--- config.mk ---
export PLATFORM = sky130hd
export DESIGN_NAME = bcd_key_accum
export DESIGN_NICKNAME = d
export VERILOG_FILES = /design/src/rtl/bcd_pkg.sv /design/src/rtl/bcd_digit_add.sv /design/src/rtl/bcd_key_accum.sv
export SDC_FILE = /design/constraint.sdc
export NUM_CORES = 1
export LEC_CHECK = 0
export ABC_AREA = 1
export BUFFER_PORTS_ARGS = -buffer_cell sky130_fd_sc_hd__buf_2
export CAP_MARGIN = 25
export CELL_PAD_IN_SITES_DETAIL_PLACEMENT = 1
export CELL_PAD_IN_SITES_GLOBAL_PLACEMENT = 2
export CORE_ASPECT_RATIO = 1.25
export CORE_MARGIN = 10
export CORE_UTILIZATION = 31
export CTS_CLUSTER_DIAMETER = 120
export CTS_CLUSTER_SIZE = 8
export DETAILED_ROUTE_END_ITERATION = 6
export GPL_TIMING_DRIVEN = 1
export MAX_ROUTING_LAYER = met4
export PLACE_DENSITY_LB_ADDON = 0.1
export SYNTH_ARGS = -nofsm -noshare
export SYNTH_HDL_FRONTEND = slang
export SYNTH_HIERARCHICAL = 1
export SYNTH_SLANG_ARGS = --single-unit
--- constraint.sdc ---
create_clock -name hz100 -period 3.45 [get_ports hz100]
set_input_delay 0.345 -clock hz100 [delete_from_list [all_inputs] [get_ports hz100]]
set_output_delay 0.345 -clock hz100 [all_outputs]
set_load 0.01 [all_outputs]
--- src/rtl/bcd_pkg.sv ---
// bcd_pkg: shared BCD digit type, limit and accumulator FSM states.
package bcd_pkg;
  typedef logic [3:0] bcd_digit_t;
  localparam bcd_digit_t BCD_MAX_DIGIT = 4'd9;
  typedef enum logic [1:0] {IDLE, ADD, DONE} accum_state_t;
endpackage

--- src/rtl/bcd_digit_add.sv ---
// bcd_digit_add: combinational single-digit BCD add with carry in/out.
module bcd_digit_add
  import bcd_pkg::*;
(
  input  bcd_digit_t a,
  input  bcd_digit_t b,
  input  logic       ci,
  output bcd_digit_t s,
  output logic       co
);
  logic [4:0] t;
  always_comb begin
    t  = 5'(a) + 5'(b) + 5'(ci);
    co = t > 5'(BCD_MAX_DIGIT);
    s  = co ? 4'(t - 5'd10) : t[3:0];
  end
endmodule

--- src/rtl/bcd_key_accum.sv ---
// bcd_key_accum: keypad digit entry with digit-serial BCD accumulation into a running total.
module bcd_key_accum
  import bcd_pkg::*;
#(
  parameter int NDIG        = 4,
  parameter int SYNC_STAGES = 2
) (
  input  logic              hz100,
  input  logic              reset,
  input  logic [9:0]        digit_keys,
  input  logic              add_key,
  input  logic              clr_key,
  output logic [4*NDIG-1:0] entry,
  output logic [4*NDIG-1:0] total,
  output logic              ovf,
  output logic              busy,
  output logic              done
);
  localparam int W  = 4 * NDIG;
  localparam int IW = NDIG > 1 ? $clog2(NDIG) : 1;
  logic [11:0] sync [SYNC_STAGES];
  logic [11:0] hist, press;
  accum_state_t state, state_n;
  logic [IW-1:0] idx, idx_n;
  logic carry, carry_n, ovf_n, dhit, co;
  logic [W-1:0] shadow, shadow_n, entry_n, total_n;
  bcd_digit_t dsel, sum;
  // Flops reset to 1 so a key held through reset is not seen as a press.
  always_ff @(posedge hz100) begin
    if (reset) begin
      for (int i = 0; i < SYNC_STAGES; i++) sync[i] <= '1;
      hist <= '1;
    end else begin
      sync[0] <= {clr_key, add_key, digit_keys};
      for (int i = 1; i < SYNC_STAGES; i++) sync[i] <= sync[i-1];
      hist <= sync[SYNC_STAGES-1];
    end
  end
  assign press = sync[SYNC_STAGES-1] & ~hist;
  always_comb begin
    dhit = 1'b0;
    dsel = '0;
    for (int i = 9; i >= 0; i--) if (press[i]) begin
      dhit = 1'b1;
      dsel = 4'(i);
    end
  end
  bcd_digit_add u_add (
    .a (entry[idx*4 +: 4]),
    .b (total[idx*4 +: 4]),
    .ci(carry),
    .s (sum),
    .co(co)
  );
  always_comb begin
    state_n  = state;
    idx_n    = idx;
    carry_n  = carry;
    shadow_n = shadow;
    entry_n  = entry;
    total_n  = total;
    ovf_n    = ovf;
    if (press[11]) begin
      state_n = IDLE;
      idx_n   = '0;
      carry_n = 1'b0;
      entry_n = '0;
      total_n = '0;
      ovf_n   = 1'b0;
    end else if (state == IDLE) begin
      if (press[10]) begin
        state_n = ADD;
        idx_n   = '0;
        carry_n = 1'b0;
      end else if (dhit) entry_n = {entry[W-5:0], dsel};
    end else if (state == ADD) begin
      shadow_n[idx*4 +: 4] = sum;
      carry_n = co;
      idx_n   = idx + 1'b1;
      if (idx == IW'(NDIG - 1)) begin
        total_n = shadow_n;
        ovf_n   = ovf | co;
        entry_n = '0;
        idx_n   = '0;
        state_n = DONE;
      end
    end else state_n = IDLE;
  end
  always_ff @(posedge hz100) begin
    if (reset) begin
      state  <= IDLE;
      idx    <= '0;
      carry  <= 1'b0;
      shadow <= '0;
      entry  <= '0;
      total  <= '0;
      ovf    <= 1'b0;
    end else begin
      state  <= state_n;
      idx    <= idx_n;
      carry  <= carry_n;
      shadow <= shadow_n;
      entry  <= entry_n;
      total  <= total_n;
      ovf    <= ovf_n;
    end
  end
  assign busy = state == ADD;
  assign done = state == DONE;
endmodule

### After elaboration in Yosys (flattened, before gate mapping)

Memory sizes are Yosys's and may differ from the RTL's.
Index checks and enable logic that the tools add are counted.

| storage, ports and cells | value |
|---|---|
| input port bits | 14 |
| register bits after elaboration | 66 |
| word-level logic and storage cells | 85 |
| memory bits (writable) | 24 |
| memories kept | 1 |
| output and inout bits | 35 |

Memories:

| memory | depth | width | read ports | clocked after memory_dff | write ports | RTL line | source |
|---|---|---|---|---|---|---|---|
| sync | 2 | 12 | 2 | 0 | 2 | bcd_key_accum.sv:21 | `logic [11:0] sync [SYNC_STAGES];` |

| cells by class | value |
|---|---|
| $add $sub $neg | 5 |
| shifts and indexed selects | 4 |
| $lt $le $gt $ge | 1 |
| bitwise operators | 7 |
| mux-type cells | 43 |
| reductions and logical operators | 9 |
| equality and inequality tests | 7 |

Operator list:

| kind | count |
|---|---|
| $mux 16 | 5 |
| $mux 4 | 11 |
| $neg 4->34 | 1 |
| $shift 4x34->16 const A | 1 |
| $shiftx 4x34->16 | 1 |
| $shiftx 16x5->4 | 2 |
| $mux 12 | 2 |
| $bwmux 16 | 1 |
| $mux 1 | 16 |
| $mux 2 | 8 |
| $and 12x12->12 | 1 |
| $not 12->12 | 1 |
| $ne 2x2->1 const B | 3 |
| $reduce_and 3->1 | 2 |
| $add 4x4->5 | 1 |
| $add 5x1->5 | 1 |
| $gt 5x4->1 const B | 1 |
| $eq 2x2->1 const B | 2 |
| $reduce_and 2->1 | 2 |
| $reduce_and 4->1 | 1 |
| $reduce_bool 2->1 | 2 |
| $sub 4x4->4 const B | 1 |
| $ne 3x1->1 const B | 1 |
| $or 1x1->1 | 3 |
| other kinds (5) | 6 |

### Depth between registers and ports, before layout

Gate-level depths: netlist (run 1).

| logic depth | value |
|---|---|
| word-level depth | 15 |
| depth in mapped cells | 22 |
| gate-level depth less buffers | 20 |

### Modules after synthesis

The synthesis (run 1) kept the hierarchy.

By module, submodules not included:

| module | area an instance (µm²) | times used | seq. area each (µm²) | cells an instance |
|---|---|---|---|---|
| bcd_key_accum | 3,796.1 | 1 | 1,801.7 | 469 |
| bcd_digit_add | 300.3 | 1 | 0.0 | 47 |

### Worst setup path after synthesis (run 1)

Ideal clock, no wire load.

| path | value |
|---|---|
| path kind | flip-flop to flip-flop |
| start point | reg idx[0] |
| end point | reg total[5] |
| arrival | 3.127 ns |
| setup time | 0.116 ns |
| slack | 0.207 ns |
| buffers on the path | 2 |
| cell stages (with the launch flop) | 21 |
| required time | 3.334 ns |
| period minus slack after synthesis | 3.243 ns |
| cell sequence | dfxtp_1 inv_1 clkbuf_1 clkbuf_1 nor2_1 o22ai_1 fa_1 fa_1 nand2_1 nand2_2 ha_1 a21oi_4 nand2_4 nand3_1 nand2_1 nand2_1 nor2_1 a21oi_1 nand2_1 o211ai_1 inv_1 |

| between the ends | value |
|---|---|
| longest elaborated chain between the ends | 7 |
| elaborated cells on any way between the ends | 13 |
| those cells by class | add/sub: 4; order compare: 1; eq/ne: 1; shift: 4; mux: 2; reduce/logical: 1 |

RTL lines:

| item | RTL line | source |
|---|---|---|
| start, declared | bcd_key_accum.sv:24 | `logic [IW-1:0] idx, idx_n;` |
| start signal, assigned | bcd_key_accum.sv:100 | `idx <= idx_n;` |
| $shiftx 16x5->4, on equally long branches | bcd_key_accum.sv:49, bcd_key_accum.sv:50 |  |
| $add 4x4->5 * | bcd_digit_add.sv:13 | `t = 5'(a) + 5'(b) + 5'(ci);` |
| $add 5x1->5 * | bcd_digit_add.sv:13 |  |
| $sub 4x4->4 / $gt 5x4->1 (equally long branches) | bcd_digit_add.sv:15, bcd_digit_add.sv:14 |  |
| $mux 4 * | bcd_digit_add.sv:15 | `s = co ? 4'(t - 5'd10) : t[3:0];` |
| net sum[1] | bcd_key_accum.sv:27 | `bcd_digit_t dsel, sum;` |
| $shiftx 4x34->16 * | bcd_key_accum.sv:77 | `shadow_n[idx*4 +: 4] = sum;` |
| $bwmux 16 * | bcd_key_accum.sv:77 |  |
| end signal, assigned | bcd_key_accum.sv:104 | `total <= total_n;` |
| end, declared | bcd_key_accum.sv:14 | `output logic [4*NDIG-1:0] total,` |

Mark *: on every way through the listed nets, which the timed path passes. The rest lies on a longest branch.
A chain may end at the register's enable or synchronous reset.

### Final worst setup path (run 1)

Ends and elaborated chain as after synthesis.

==> results of run 1 <==
## state kept, by name, summed over array words and instances (netlist names)
signal,cells
carry,1
sync,24
entry,16
state,2
idx,2
total,16
shadow,16
ovf,1
hist,12
## layer usage
layer	track usage	vias up
li1	-	1758
met1	0.167	1655
met2	0.214	54
met3	0.0273	10
met4	0.0372	0
met5	-	-
## power breakdown
group,internal [W],total [W],switching (W)
sequential,0.00109,0.00112,0.0000282
clock,0.000600,0.00106,0.000459
combinational,0.000194,0.000587,0.000393
## cell usage after synthesis
| library cell | instances |
|---|---|
| o21a_1 | 6 |
| buf_6 | 3 |
| o22ai_1 | 22 |
| nor2_1 | 34 |
| a31oi_1 | 1 |
| buf_1 | 1 |
| a211oi_1 | 2 |
| nor2_8 | 1 |
| buf_2 | 6 |
| inv_1 | 83 |
| a21oi_2 | 10 |
| fa_1 | 2 |
| nand2_2 | 4 |
| nand2_1 | 62 |
| o211ai_1 | 2 |
| a21oi_4 | 1 |
| or2_2 | 33 |
| o21ai_0 | 39 |
| clkbuf_1 | 10 |
| ha_1 | 10 |
| a21oi_1 | 30 |
| inv_2 | 4 |
| nand4_1 | 2 |
| o21ai_1 | 10 |
| nand2_4 | 5 |
| o21bai_1 | 8 |
| nor2_4 | 2 |
| inv_4 | 1 |
| nand3_2 | 10 |
| nor3_1 | 1 |
| dfxtp_1 | 90 |
| nand3_1 | 21 |
## stage by stage
stage / setup WS (ps) / utilization
after CTS: 107 / 0.376
after global placement: 311 / 0.351
after detailed placement: 123 / 0.351
final: 309 / 0.376
after floorplan: 207 / -
after global routing: 44.3 / 0.376
## worst max-delay path: cells and delay by family, from the launching register on
| kind | cells | cell delay (ps) |
|---|---|---|
| AND/OR/NAND/NOR | 8 | 720 |
| AO/OA/AOI/OAI | 5 | 670 |
| flip-flops | 1 | 380 |
| buffers and inverters | 2 | 170 |
| adder cells (fa/ha/maj) | 3 | 1100 |
## worst paths after layout
path	cells after the start	slack, ps	end	start
max	18	310	total[5]	idx[0]
min	2	180	sync[0][6]	digit_keys[6]
max reg2reg	18	310	total[5]	idx[0]
min reg2reg	1	410	sync[0][14]	sync[0][2]
## timing repair
| item | in CTS | in global routing |
|---|---|---|
| gates resized for setup | 0 | 4 |
| endpoints found under the setup margin | 0 | 23 |
| buffers inserted | 0 | 0 |
## area by class of cell
cell class / count / area, um2
well taps: 168 / 210
flip-flops and latches: 90 / 1800
fillers: 1588 / 8000
repair buffers: 57 / 308
clock inverters: 6 / 80.1
clock buffers: 10 / 239
multi-input cells: 318 / 1860
inverters: 88 / 333
## logic make-up (layout without fill, tap and decap cells)
group           Yosys count  after routing  share of synthesized area
fa+ha+maj                12             12                     0.0403
flops                    90             90                      0.440
buf+inv                 108            161                      0.107
simple gates            175            175                      0.223
compound gates          131            131                      0.190
==> flow_summary.yaml, run 1 <==
timing:
  finalSetupViolCount: 0
  finalCritPeriodShare: 0.910
  worst_pin_slew_ps: 872
  report.final.slew_viol_count: 0
  final.setup_skew_ps: 7.34
  rsz0062_at_grt: "false"
  finalHoldViolCount: 0
  tns_ps: 0
  slew-limit-headroom: 0.418
  fin_crit_ps: 3140
  max_freq_mhz: 318
  hold_slack_ps: 177
routing:
  drtIter0Drc: 143
  vias_per_cell: 4.72
  route.detailed.drc: 0
  wl_met1_um: 5510
  first_pass_iters: 4
  wl_per_cell_um: 15.7
  ant_nets: 0
  drt-total-wl_um: 11600
  dr_total_vias: 3477
  top_layer: "met4"
  dr_wl_met3_um: 495
  wl_met2_um: 5450
synthesis:
  ys_ff_latch: 90
  synth_cells: 516
  synth.distinct_cells: 32
  syn_area_per_cell_um2: 7.94
  synth_warnings: 6
  synth_top_area_frac: 0.440
  synth_top_cell_by_area: "dfxtp_1"
  synth_area_um2: 4100
  syn_nets: 542
  synthTopCellsByArea: "dfxtp_1 (44%), inv_1 (7.6%), nand2_1 (5.7%)"
  ys_seq_area_frac: 0.440
floorplanning:
  start_util: 0.319
  die_w_um: 123
  core_um2: 12800
  num_rows: 46
  die_area_um2: 18200
  die_h_um: 149
  pin_count: 49
final_layout:
  nNetsFinal: 590
  layout_common_cells: "dfxtp_1 (89), inv_1 (83), nand2_1 (62)"
  stdcell_count: 737
  layout_commonest_cell: "dfxtp_1"
  drive_gt1_frac: 0.257
  finalInstanceArea_um2: 4830
  syn_to_final_growth_pct: 18.0
  diodes: 0
worst_setup_path:
  critical_path.startpoint_type: "register"
  crit_type: "reg2reg"
  arrival_ps: 3380
  cp-end-kind: "register"
  cp_slowest_cell: "fa_2"
  crit_required_ps: 3690
  crit_fanout: 6
  critPathMaxStageDelay_ps: 430
  cp_cell_sequence: "inv_1 -> o21ai_1 -> o22ai_1 -> fa_2 -> fa_1 -> nand2_1 -> nand2_2 -> ha_1 -> a21oi_4 -> nand2_4 -> nand3_1 -> nand2_1 -> nand2_1 -> nor2_1 -> a21oi_1 -> nand2_1 -> o211ai_1 -> inv_1"
  timing.critical_path.mode_cell: "nand2_1"
cts:
  cts_hold_buffers: 0
  htreeDepth: 3
  cts_sinks: 90
  cts_buffer_depth: 2
  root_buffer: "clkbuf_16"
  numCtsBuffers: 9
  cts_tree: "yes"
  worstSkewPairLatency_ps: 350
  clkTransAtPathRegs_ps: 70
placed_design:
  globalplace.congestion: 0.813
  hpwl_um: 8630
  placed_area_um2: 4510
  dp_cells: 721
  io_buffers: 48
global_route:
  grt_max_degree: 49
  grt_pass1_wl_um: 18800
  grt_overflow: 0
  groute.usage.overall: 0.134
  antenna_found_initial: 0
  grt_pass1_vias: 3617
power:
  p_per_area_nw_per_um2: 573
  p_leak_nw: 2.38
  vdd_ir_drop_max_mv: 0.273
  power_w: 0.00277
run:
  drv_cap: 0
min_path:
  hold_class: "in2reg"
run_status:
  outcome: "finished clean"
(Power assumes the default switching activity.)
==> inputs of run 2 (changes only) <==
Settings changed: CORE_UTILIZATION 31 to 32, CTS_BUF_LIST set to sky130_fd_sc_hd__clkbuf_4 sky130_fd_sc_hd__clkbuf_8.
==> run 2 against run 1 <==
Flip-flop and latch count is the same. Worst setup slack gained 22 ps. Worst hold slack lost 22 ps. Total power shrank 13%. Combinational power grew 2%. Register-to-register slack gained 20 ps. First-iteration DRC count grew 12%. Clock skew grew 8.6 ps. Wire length grew 1.6%. Clock power shrank 35%. Global-route usage grew 0.79 points. Via count grew 0.98%. Critical endpoint unchanged.
==> flow_summary.yaml, run 2 (synthesized netlist as in run 1, its figures left out) <==
routing:
  drtIter0Drc: 160
  ant_nets: 0
  wl_per_cell_um: 16.0
  dr_total_vias: 3511
  first_pass_iters: 4
  vias_per_cell: 4.76
  route.detailed.drc: 0
  drt-total-wl_um: 11800
cts:
  cts_tree: "yes"
  worstSkewPairLatency_ps: 370
  root_buffer: "clkbuf_8"
  cts_sinks: 90
  cts_setup_buffers: 0
  cts_buffer_depth: 2
  clkTransAtPathRegs_ps: 100
  htreeDepth: 3
  numCtsBuffers: 9
placed_design:
  io_buffers: 48
  hpwl_um: 8720
  globalplace.congestion: 0.841
  placed_area_um2: 4510
  pre_cts_ws_ps: 249
  dp_cells: 721
final_layout:
  multiInputGateArea_um2: 1870
  stdcell_count: 737
  largest_register_ff_count: 24
  regArea_um2: 1800
  diodes: 0
  syn_to_final_growth_pct: 14.9
  layout_commonest_cell: "dfxtp_1"
  layout_common_cells: "dfxtp_1 (90), inv_1 (83), nand2_1 (62)"
  largest-register: "sync"
  finalInstanceArea_um2: 4710
  nNetsFinal: 590
  drive_gt1_frac: 0.258
  nFillCells: 1556
  final_core_util: 0.373
floorplanning:
  num_rows: 46
  die_h_um: 147
  die_area_um2: 17800
  core_um2: 12600
  die_w_um: 121
  start_util: 0.325
  pin_count: 49
worst_setup_path:
  crit_type: "reg2reg"
  crit_required_ps: 3760
  critical_path.startpoint_type: "register"
  arrival_ps: 3430
  cp-end-kind: "register"
  crit_fanout: 13
timing:
  slew-limit-headroom: 0.409
  final.setup_skew_ps: 15.9
  max_freq_mhz: 321
  finalHoldViolCount: 0
  worst_pin_slew_ps: 886
  finalSetupViolCount: 0
  fin_ws_ps: 332
  finalCritPeriodShare: 0.904
  fin_crit_ps: 3120
  report.final.slew_viol_count: 0
  tns_ps: 0
  rsz0062_at_grt: "false"
power:
  p_leak_nw: 2.31
  p_per_area_nw_per_um2: 511
  vdd_ir_drop_max_mv: 0.194
global_route:
  grt_pass1_wl_um: 19600
  groute.usage.overall: 0.142
  grt_max_degree: 49
  use_met2: 0.226
  top_usage_layer: "met2"
  antenna_found_initial: 0
  grt_overflow: 0
  grt_pass1_vias: 3622
  met3_usage: 0.0289
  grtUsageMet1: 0.176
run:
  drv_cap: 0
run_status:
  outcome: "finished clean"
min_path:
  hold_class: "in2reg"
[run 2: cell type report]
| cell class | instances | area share |
|---|---|---|
| clock inverters | 5 | 0.00824 |
| clock buffers | 11 | 0.0308 |
| inverters | 88 | 0.0707 |
| flip-flops and latches | 90 | 0.383 |
| repair buffers | 57 | 0.0654 |
| multi-input cells | 318 | 0.397 |
| well taps | 168 | 0.0447 |
[run 2: path summary, 6_finish.rpt]
check | startpoint | cells after the start | slack, ps | endpoint
worst max-delay path | idx[0] | 18 | 330 | total[5]
worst min-delay path | digit_keys[0] | 2 | 160 | sync[0][0]
worst max register to register | idx[0] | 18 | 330 | total[5]
worst min register to register | sync[0][4] | 1 | 420 | sync[0][16]
[run 2: routing by layer]
layer / wire (um) / vias up
met3: 390 / 13
li1: - / 1757
met5: 0 / -
met1: 5600 / 1687
met2: 5590 / 54
met4: 201 / 0
[run 2: timing repair]
| action | CTS | global route |
|---|---|---|
| gates resized for setup | 0 | 3 |
| setup endpoints to repair | 0 | 8 |
| hold buffers | 0 | 0 |
[run 2: per-stage QoR]
stage               power [W]  hold slack [ps]
detailed placement    0.00174              397
floorplan             0.00158              389
global placement      0.00173              392
global route          0.00257              133
finish                0.00240              156
CTS                   0.00245              133
[run 2: power by group]
| group | total [W] | switching [W] | internal (W) |
|---|---|---|---|
| Clock | 0.000687 | 0.000395 | 0.000292 |
| Sequential | 0.00112 | 0.0000273 | 0.00109 |
| Combinational | 0.000596 | 0.000399 | 0.000198 |
[run 2: critical path, stage by stage, from the launching register on]
cell	delay [ps]
dfxtp_1	340
buf_4	180
o21ai_0	160
o22ai_1	120
fa_2	420
fa_1	540
inv_1	80
ha_1	240
a21oi_4	150
nand2_4	80
nand2_4	70
nand2_1	50
nand2_1	100
nand2_1	90
nor2_1	170
a21oi_2	50
nand2_1	60
o211ai_1	80
inv_1	60
==> inputs of run 3 (changes only) <==
Settings changed: CTS_CLUSTER_SIZE 8 to not set, PLACE_DENSITY set to 0.81, PLACE_DENSITY_LB_ADDON 0.1 to not set.
==> run 3 against run 2 <==
Cell area is 0.69% higher. Global-route usage is 0.78 points lower. Clock-buffer cell count is 2 lower. Critical endpoint is now shadow[3]. Wire length is 3.6% lower. Largest cell class unchanged. Via count is 0.60% higher. Flip-flop and latch count stayed put. Total power is 4.9% higher. Critical path depth stayed put. Critical path type unchanged. Worst hold slack worse by 18 ps. Final cell count stayed put. Sequential power hardly changed. Clock power is 17% higher.
==> flow_summary.yaml, run 3 (synthesized netlist as in run 1, its figures left out) <==
timing:
  fin_crit_ps: 3200
  finalCritPeriodShare: 0.928
  rsz0062_at_grt: "false"
  tns_ps: 0
  worst_pin_slew_ps: 896
  finalSetupViolCount: 0
  final.setup_skew_ps: 10.1
  slew-limit-headroom: 0.402
  finalHoldViolCount: 0
  max_freq_mhz: 312
  hold_slack_ps: 137
  report.final.slew_viol_count: 0
routing:
  route.detailed.drc: 0
  dr_total_vias: 3532
  first_pass_iters: 4
  drtIter0Drc: 168
  vias_per_cell: 4.79
  ant_nets: 0
  wl_per_cell_um: 15.4
  drt-total-wl_um: 11400
final_layout:
  drive_gt1_frac: 0.262
  nNetsFinal: 590
  largest-register: "sync"
  finalInstanceArea_um2: 4740
  syn_to_final_growth_pct: 15.7
  layout_commonest_cell: "dfxtp_1"
  layout_common_cells: "dfxtp_1 (89), inv_1 (82), nand2_1 (62)"
  diodes: 0
  final_core_util: 0.376
  largest_register_ff_count: 24
floorplanning:
  num_rows: 46
  die_h_um: 147
  pin_count: 49
  start_util: 0.325
  die_w_um: 121
  die_area_um2: 17800
  core_um2: 12600
cts:
  numCtsBuffers: 9
  root_buffer: "clkbuf_8"
  cts_hold_buffers: 0
  worstSkewPairLatency_ps: 380
  htreeDepth: 3
  cts_tree: "yes"
  cts_sinks: 90
  clkTransAtPathRegs_ps: 110
  cts_buffer_depth: 2
global_route:
  grt_overflow: 0
  groute.usage.overall: 0.134
  grt_max_degree: 50
  grt_pass1_wl_um: 18700
  antenna_found_initial: 0
  grt_pass1_vias: 3699
min_path:
  hold_class: "in2reg"
  holdPathEnd: "sync[0][6]"
  worstHoldStart: "digit_keys[6]"
  hold_depth: 2
power:
  internal-power_w: 0.00165
  power.switching_w: 0.000870
  combPwrFrac: 0.236
  p_seq_frac: 0.446
  p_sw_frac: 0.345
  p_per_area_nw_per_um2: 532
  vdd_ir_drop_max_mv: 0.208
  p_leak_nw: 2.33
  clock_power_share: 0.319
worst_setup_path:
  critical_path.startpoint_type: "register"
  crit_fanout: 6
  reg2reg_depth: 18
  r2r_slack_ps: 250
  r2r-start: "idx[0]"
  crit_required_ps: 3780
  arrival_ps: 3530
  crit_type: "reg2reg"
  r2r_end: "shadow[3]"
  cp-end-kind: "register"
placed_design:
  io_buffers: 48
  globalplace.congestion: 0.852
  hpwl_um: 8300
  placed_area_um2: 4490
run_status:
  outcome: "finished clean"
run:
  drv_cap: 0
## run 3: worst max path at each step
stage | start | endpoint | slack (ps) | cells past startpoint
3_5_place_dp | idx[0] | total[5] | 150 | 18
2_1_floorplan | idx[0] | total[5] | 210 | 20
3_3_place_gp | idx[0] | total[5] | 310 | 18
6_report | idx[0] | shadow[3] | 250 | 18
5_1_grt | idx[0] | total[7] | 50 | 21
4_1_cts | idx[0] | shadow[3] | 110 | 17
## run 3: final cells by class
type,instances,area [um2]
repair buffers,57,308
clock buffers,9,124
well taps,168,210
fillers,1556,7870
flip-flops and latches,90,1800
multi-input cells,318,1870
clock inverters,7,91.3
inverters,88,337
## run 3: per-layer routing
metal / GRT usage / vias to the layer above / wire length [um]
li1: - / 1763 / -
met1: 0.150 / 1674 / 4890
met2: 0.220 / 70 / 5680
met3: 0.0336 / 25 / 514
met4: 0.0609 / 0 / 275
met5: - / - / 0
## run 3: power by group through the flow
stage / Sequential (W) / Clock [W] / Combinational (W)
after floorplan: 0.00114 / 0 / 0.000440
after global placement: 0.00114 / 0 / 0.000563
after detailed placement: 0.00115 / 0 / 0.000581
after CTS: 0.00112 / 0.000829 / 0.000585
after global routing: 0.00113 / 0.000881 / 0.000675
final: 0.00112 / 0.000804 / 0.000594
## run 3: critical path, cell delays in order (launching register included)
cell and delay (ps):
dfxtp_2 400, clkinvlp_4 150, buf_4 160, nor2_1 80, o22ai_1 120, fa_2 410, fa_1 400, nand2_1 120
nand2_2 100, ha_2 230, a21oi_4 150, nand2_4 90, nand2_4 80, nand2_1 50, nand2_1 80, inv_1 80
o22ai_1 250, o21ai_0 130, inv_1 70
## run 3: repair_timing
item | 4_1_cts | 5_1_grt
setup buffers | 0 | 3
setup endpoints to repair | 0 | 24
resized for setup | 0 | 6
## run 3: through the flow
step,power (W),setup WS (ps),instances
floorplan,0.00158,207,516
detailed placement,0.00173,153,718
global placement,0.00171,311,718
finish,0.00252,249,737
global route,0.00269,48.6,737
CTS,0.00254,114,734
